[config.mk]
export PLATFORM = sky130hd
export DESIGN_NAME = systolic_skew_feeder
export DESIGN_NICKNAME = d
export VERILOG_FILES = /design/src/rtl/systolic_pkg.sv /design/src/rtl/skew_lane_sel.sv /design/src/rtl/systolic_skew_feeder.sv
export SDC_FILE = /design/constraint.sdc
export NUM_CORES = 1
export LEC_CHECK = 0
export CORE_ASPECT_RATIO = 0.9
export CORE_MARGIN = 2
export CORE_UTILIZATION = 40
export CTS_CLUSTER_DIAMETER = 60
export DETAILED_ROUTE_END_ITERATION = 10
export DONT_BUFFER_PORTS = 1
export GPL_TIMING_DRIVEN = 0
export MAX_ROUTING_LAYER = met4
export PLACE_DENSITY = 0.66
export SLEW_MARGIN = 20
export SYNTH_ARGS = -nofsm -noshare
export SYNTH_HDL_FRONTEND = slang
export SYNTH_SLANG_ARGS = --single-unit
export TNS_END_PERCENT = 1
[constraint.sdc]
create_clock -name CLK -period 15.7 [get_ports CLK]
set_clock_uncertainty 0.15 [all_clocks]
set_input_delay 3.14 -clock CLK [delete_from_list [all_inputs] [get_ports CLK]]
set_output_delay 3.14 -clock CLK [all_outputs]
set_load 0.01 [all_outputs]
[src/rtl/systolic_pkg.sv]
// Shared types and helpers for the systolic operand feeder.
package systolic_pkg;

    typedef enum logic [1:0] {
        StIdle,
        StFeed,
        StDrain,
        StDone
    } state_e;

    // Flat element offset of [r][c] in a row-major n x n matrix.
    function automatic int elem_idx(int r, int c, int n);
        return r * n + c;
    endfunction

    function automatic int feed_steps(int n);
        return 2 * n - 1;
    endfunction

    function automatic int drain_steps(int n);
        return n - 1;
    endfunction

endpackage

[src/rtl/skew_lane_sel.sv]
// Selects the element a skewed lane presents at a given step, or zero when out of window.
module skew_lane_sel #(
    parameter int WIDTH = 8,
    parameter int N     = 3,
    parameter int CW    = 4,
    parameter int LANE  = 0
) (
    input  logic [CW-1:0]      step_i,
    input  logic [N*WIDTH-1:0] elems_i,
    output logic [WIDTH-1:0]   elem_o,
    output logic               vld_o
);

    int step_int;
    assign step_int = int'(step_i);

    always_comb begin
        elem_o = '0;
        vld_o  = 1'b0;
        for (int k = 0; k < N; k++) begin
            if (step_int == LANE + k) begin
                elem_o = elems_i[k*WIDTH +: WIDTH];
                vld_o  = 1'b1;
            end
        end
    end

endmodule

[src/rtl/systolic_skew_feeder.sv]
// Captures NxN A and B operands and streams them diagonally skewed into a systolic array.
module systolic_skew_feeder
    import systolic_pkg::*;
#(
    parameter int WIDTH = 8,
    parameter int N     = 3
) (
    input  logic                 CLK,
    input  logic                 RST,
    input  logic                 START,
    input  logic                 HOLD,
    input  logic [N*N*WIDTH-1:0] A_IN,
    input  logic [N*N*WIDTH-1:0] B_IN,
    output logic [N*WIDTH-1:0]   A_OUT,
    output logic [N*WIDTH-1:0]   B_OUT,
    output logic [N-1:0]         A_VLD,
    output logic [N-1:0]         B_VLD,
    output logic                 BUSY,
    output logic                 DONE
);

    localparam int CW = $clog2(3 * N);
    localparam logic [CW-1:0] FeedLast  = CW'(feed_steps(N) - 1);
    // The flush runs one edge past the N-1 partial-product steps so DONE lands in cycle 3N.
    localparam logic [CW-1:0] DrainLast = CW'(drain_steps(N));

    state_e                 state_q, state_d;
    logic [CW-1:0]          step_q, step_d;
    logic [N*N*WIDTH-1:0]   a_q, a_d, b_q, b_d;
    logic [N*WIDTH-1:0]     a_out_q, a_out_d, b_out_q, b_out_d;
    logic [N-1:0]           a_vld_q, a_vld_d, b_vld_q, b_vld_d;
    logic                   busy_q, busy_d, done_q, done_d;

    logic [N*WIDTH-1:0]     a_sel, b_sel;
    logic [N-1:0]           a_sel_vld, b_sel_vld;

    for (genvar i = 0; i < N; i++) begin : g_lane
        logic [N*WIDTH-1:0] b_col;

        for (genvar k = 0; k < N; k++) begin : g_col
            assign b_col[k*WIDTH +: WIDTH] = b_q[elem_idx(k, i, N)*WIDTH +: WIDTH];
        end

        skew_lane_sel #(
            .WIDTH(WIDTH),
            .N    (N),
            .CW   (CW),
            .LANE (i)
        ) u_a_sel (
            .step_i (step_q),
            .elems_i(a_q[elem_idx(i, 0, N)*WIDTH +: N*WIDTH]),
            .elem_o (a_sel[i*WIDTH +: WIDTH]),
            .vld_o  (a_sel_vld[i])
        );

        skew_lane_sel #(
            .WIDTH(WIDTH),
            .N    (N),
            .CW   (CW),
            .LANE (i)
        ) u_b_sel (
            .step_i (step_q),
            .elems_i(b_col),
            .elem_o (b_sel[i*WIDTH +: WIDTH]),
            .vld_o  (b_sel_vld[i])
        );
    end

    always_comb begin
        state_d = state_q;
        step_d  = step_q;
        a_d     = a_q;
        b_d     = b_q;
        a_out_d = a_out_q;
        b_out_d = b_out_q;
        a_vld_d = a_vld_q;
        b_vld_d = b_vld_q;
        busy_d  = (state_q != StIdle);
        done_d  = (state_q == StDone);

        unique case (state_q)
            StIdle: begin
                a_out_d = '0;
                b_out_d = '0;
                a_vld_d = '0;
                b_vld_d = '0;
                // BUSY still shows the DONE cycle; a START seen then is not a new request.
                if (START && !busy_q) begin
                    a_d     = A_IN;
                    b_d     = B_IN;
                    step_d  = '0;
                    state_d = StFeed;
                end
            end
            StFeed: begin
                if (!HOLD) begin
                    a_out_d = a_sel;
                    b_out_d = b_sel;
                    a_vld_d = a_sel_vld;
                    b_vld_d = b_sel_vld;
                    if (step_q == FeedLast) begin
                        step_d  = '0;
                        state_d = StDrain;
                    end else begin
                        step_d = step_q + 1'b1;
                    end
                end
            end
            StDrain: begin
                if (!HOLD) begin
                    a_out_d = '0;
                    b_out_d = '0;
                    a_vld_d = '0;
                    b_vld_d = '0;
                    if (step_q == DrainLast) begin
                        step_d  = '0;
                        state_d = StDone;
                    end else begin
                        step_d = step_q + 1'b1;
                    end
                end
            end
            StDone: begin
                a_out_d = '0;
                b_out_d = '0;
                a_vld_d = '0;
                b_vld_d = '0;
                state_d = StIdle;
            end
            default: state_d = StIdle;
        endcase
    end

    always_ff @(posedge CLK or posedge RST) begin
        if (RST) begin
            state_q <= StIdle;
            step_q  <= '0;
            a_q     <= '0;
            b_q     <= '0;
            a_out_q <= '0;
            b_out_q <= '0;
            a_vld_q <= '0;
            b_vld_q <= '0;
            busy_q  <= 1'b0;
            done_q  <= 1'b0;
        end else begin
            state_q <= state_d;
            step_q  <= step_d;
            a_q     <= a_d;
            b_q     <= b_d;
            a_out_q <= a_out_d;
            b_out_q <= b_out_d;
            a_vld_q <= a_vld_d;
            b_vld_q <= b_vld_d;
            busy_q  <= busy_d;
            done_q  <= done_d;
        end
    end

    assign A_OUT = a_out_q;
    assign B_OUT = b_out_q;
    assign A_VLD = a_vld_q;
    assign B_VLD = b_vld_q;
    assign BUSY  = busy_q;
    assign DONE  = done_q;

endmodule

==> results.py <==
metrics = {
    "global_routing": {
        "grtUsageTotal": 0.205,
        "antenna_found_initial": 8,
        "grt_use_met3": 0.0672,
        "use_met1": 0.273,
        "top_usage_layer": "met2",
        "gr-total-overflow": 0,
        "use_met2": 0.302,
        "grt_pass1_vias": 5992,
        "grt_start_max_net_pins": 104,
        "grt_pass1_wl_microns": 35900,
    },
    "clock_tree": {
        "insertion_delay_ns": 0.51,
        "cts_buffers": 24,
        "cts_buffer_depth": 3,
        "cts.hold.buffers_added": 0,
        "root_buffer": "clkbuf_16",
        "cts_resized": 0,
        "tritoncts": "done",
        "clk_pin_slew_ns": 0.06,
        "post_cts_buffers": 0,
        "clkSinkCount": 203,
        "htree_levels": 1,
    },
    "power": {
        "power_switching_share": 0.297,
        "peakVddDrop_mv": 0.122,
        "pwr_density_cell_nw_per_um2": 186,
        "pwr-share-comb": 0.238,
        "intPower_mw": 1.33,
        "clkPwrFrac": 0.306,
        "switching_power_mw": 0.559,
        "power.leakage_nw": 4.49,
        "p_seq_frac": 0.456,
    },
    "yosys": {
        "seq_area_frac_synth": 0.575,
        "postSynthAreaPerCell_sq_um": 12.1,
        "ys.flop_type": "dfrtp_1",
        "syn_nets": 885,
        "synthCells": 728,
        "synth.most_common_cell": "dfrtp_1",
        "async_reset_ff_frac": 1.00,
        "synth_common_cells": "dfrtp_1, mux2_2, nand2_1",
        "synth_seq_cells": 203,
        "synth.area.top_cells": "dfrtp_1, mux2_2, nand2_1",
        "synth_top_cell_by_area": "dfrtp_1",
        "yosysWarnings": 0,
        "synth.distinct_cells": 42,
        "syn_area_sq_um": 8830,
        "synth-edff-count": 0,
        "synth_top_area_frac": 0.575,
    },
    "placement": {
        "dp_hpwl_microns": 16200,
        "place.gp.congestion": 0.818,
        "port_buffers": 0,
        "dp_cells": 1021,
        "dpl_cell_area_sq_um": 9260,
    },
    "worst_setup_path": {
        "critPathSlowestCell": "dfrtp_1",
        "criticalPathCategory": "flip-flop to primary output",
        "cp.required_ns": 12.41,
        "max_stage_delay_ns": 0.47,
        "crit_buf_inv": 1,
        "cp-start-kind": "flip-flop",
        "path_cells": "buf_4",
        "endpoint_kind": "primary output",
        "cp.arrival_ns": 1.16,
        "cp_top_family": "flip-flops",
        "worst-path-max-fanout": 3,
    },
    "final_layout": {
        "fillers": 1957,
        "drive_gt1_frac": 0.285,
        "fin_cells": 1072,
        "post-route-util": 0.468,
        "nets": 913,
        "final_area_sq_um": 10100,
        "syn_to_final_growth_pct": 14.6,
    },
    "floorplan": {
        "die_h_microns": 145,
        "ios": 204,
        "num_rows": 51,
        "die_w_microns": 161,
        "die_area_sq_um": 23300,
        "coreArea_sq_um": 21600,
        "initial_core_util": 0.408,
    },
    "route": {
        "firstDrtPassIters": 4,
        "ant_nets": 0,
        "wl_per_cell_microns": 21.7,
        "route.vias.total": 5803,
        "drc": 0,
        "drtIter0Drc": 303,
        "avgViaCountPerCell": 5.41,
        "wirelength_microns": 23200,
    },
    "timing": {
        "fin_crit_sh": 0.284,
        "layout_min_cycle_time_ns": 4.45,
        "relSlewSlack": 0.516,
        "finalHoldViolations": 0,
        "timing.fmax_mhz": 225,
        "tightest_slew_ns": 0.726,
        "tns_ns": 0,
        "rsz0062_at_grt": "false",
        "finalSetupViolCount": 0,
        "maxSlewViolCount": 0,
    },
    "flow_run": {
        "cap_violations": 0,
    },
    "min_path": {
        "hold_class": "flip-flop to flip-flop",
    },
    "run_status": {
        "outcome": "complete, no violations",
    },
}
## registers in the layout, summed over array words and instances (netlist names)
name,count
A_OUT,24
BUSY,1
B_OUT,24
B_VLD,3
DONE,1
a_q,72
b_q,72
state_q,2
step_q,4
## power groups by stage
stage	combinational, mW	sequential (mW)	clock [mW]
floorplan	0.360	0.828	0
global placement	0.436	0.860	0
detailed placement	0.452	0.867	0
CTS	0.454	0.859	0.591
global route	0.497	0.887	0.611
finish	0.449	0.859	0.578
## layout by cell type, fill, tap and decap left out, types with 2 or more instances in the layout
cell,netlist,final
diode_2,0,8
clkbuf_8,0,8
nand2b_1,3,3
nor2b_1,3,3
buf_6,10,10
o211ai_1,2,2
a2bb2oi_1,16,16
and2_1,2,2
buf_4,5,5
buf_2,17,17
o21ai_0,66,66
bufinv_16,0,2
ha_1,9,9
a21oi_1,19,19
nand2_1,126,126
dfrtp_1,203,203
nor2_1,4,4
inv_1,9,8
buf_16,0,2
a221oi_1,8,8
clkinv_2,0,3
o311ai_0,2,2
o221ai_1,24,24
clkbuf_1,24,27
mux2_1,5,5
clkbuf_16,0,25
nand3_1,3,3
o21ai_1,10,10
mux2_2,139,139
## kinds of logic after synthesis
kind of cell    after synthesis  share of synthesized area
fa+ha+maj                     9                     0.0128
mux                         146                      0.187
flops                       203                      0.575
simple gates                149                     0.0710
buf+inv                      66                     0.0411
compound gates              155                      0.113
## metal layers
metal | part of all wire | vias to the layer above
met5 | 0 | -
met4 | 0.025 | 0
met3 | 0.096 | 37
met2 | 0.45 | 210
met1 | 0.43 | 2911
li1 | - | 2645
## worst paths after layout
check | startpoint | end | slack (ns) | depth (start not counted)
max in group asynchronous | RST | b_q[9] | 12.04 | 3
worst max register to register | state_q[1] | B_OUT[5] | 13.03 | 8
min in group asynchronous | RST | b_q[41] | 2.46 | 2
worst min-delay path | b_q[54] | b_q[54] | 0.35 | 1
worst min register to register | b_q[54] | b_q[54] | 0.35 | 1
worst max-delay path | B_VLD[0] | B_VLD[0] | 11.25 | 1
## stage by stage
stage	total power, mW	hold slack [ns]	setup slack (ns)
after floorplan	1.19	0.315	6.87
after global placement	1.30	0.327	4.42
after detailed placement	1.32	0.336	10.84
after CTS	1.90	0.349	11.22
after global routing	1.99	0.360	11.19
final	1.88	0.348	11.25
## cell type report
type	count	area [sq um]	share of cell area
clock inverter	7	91.3	0.00903
multi-input combinational	459	3390	0.335
inverter	9	41.3	0.00408
buffer	57	329	0.0325
clock buffer	36	747	0.0739
timing repair buffer	2	55.1	0.00544
sequential	203	5080	0.502
antenna	8	20.0	0.00198
tap	291	364	0.0360
## worst reg2reg max path, stage by stage, from the launching register on
cell and delay (ns):
dfrtp_1 0.42, inv_1 0.11, ha_1 0.32, nor2b_1 0.64, and2_0 0.20, buf_2 0.18, buf_2 0.29, o221ai_1 0.19
nand2_1 0.11
Note: power is estimated with default switching activity, not from simulation.
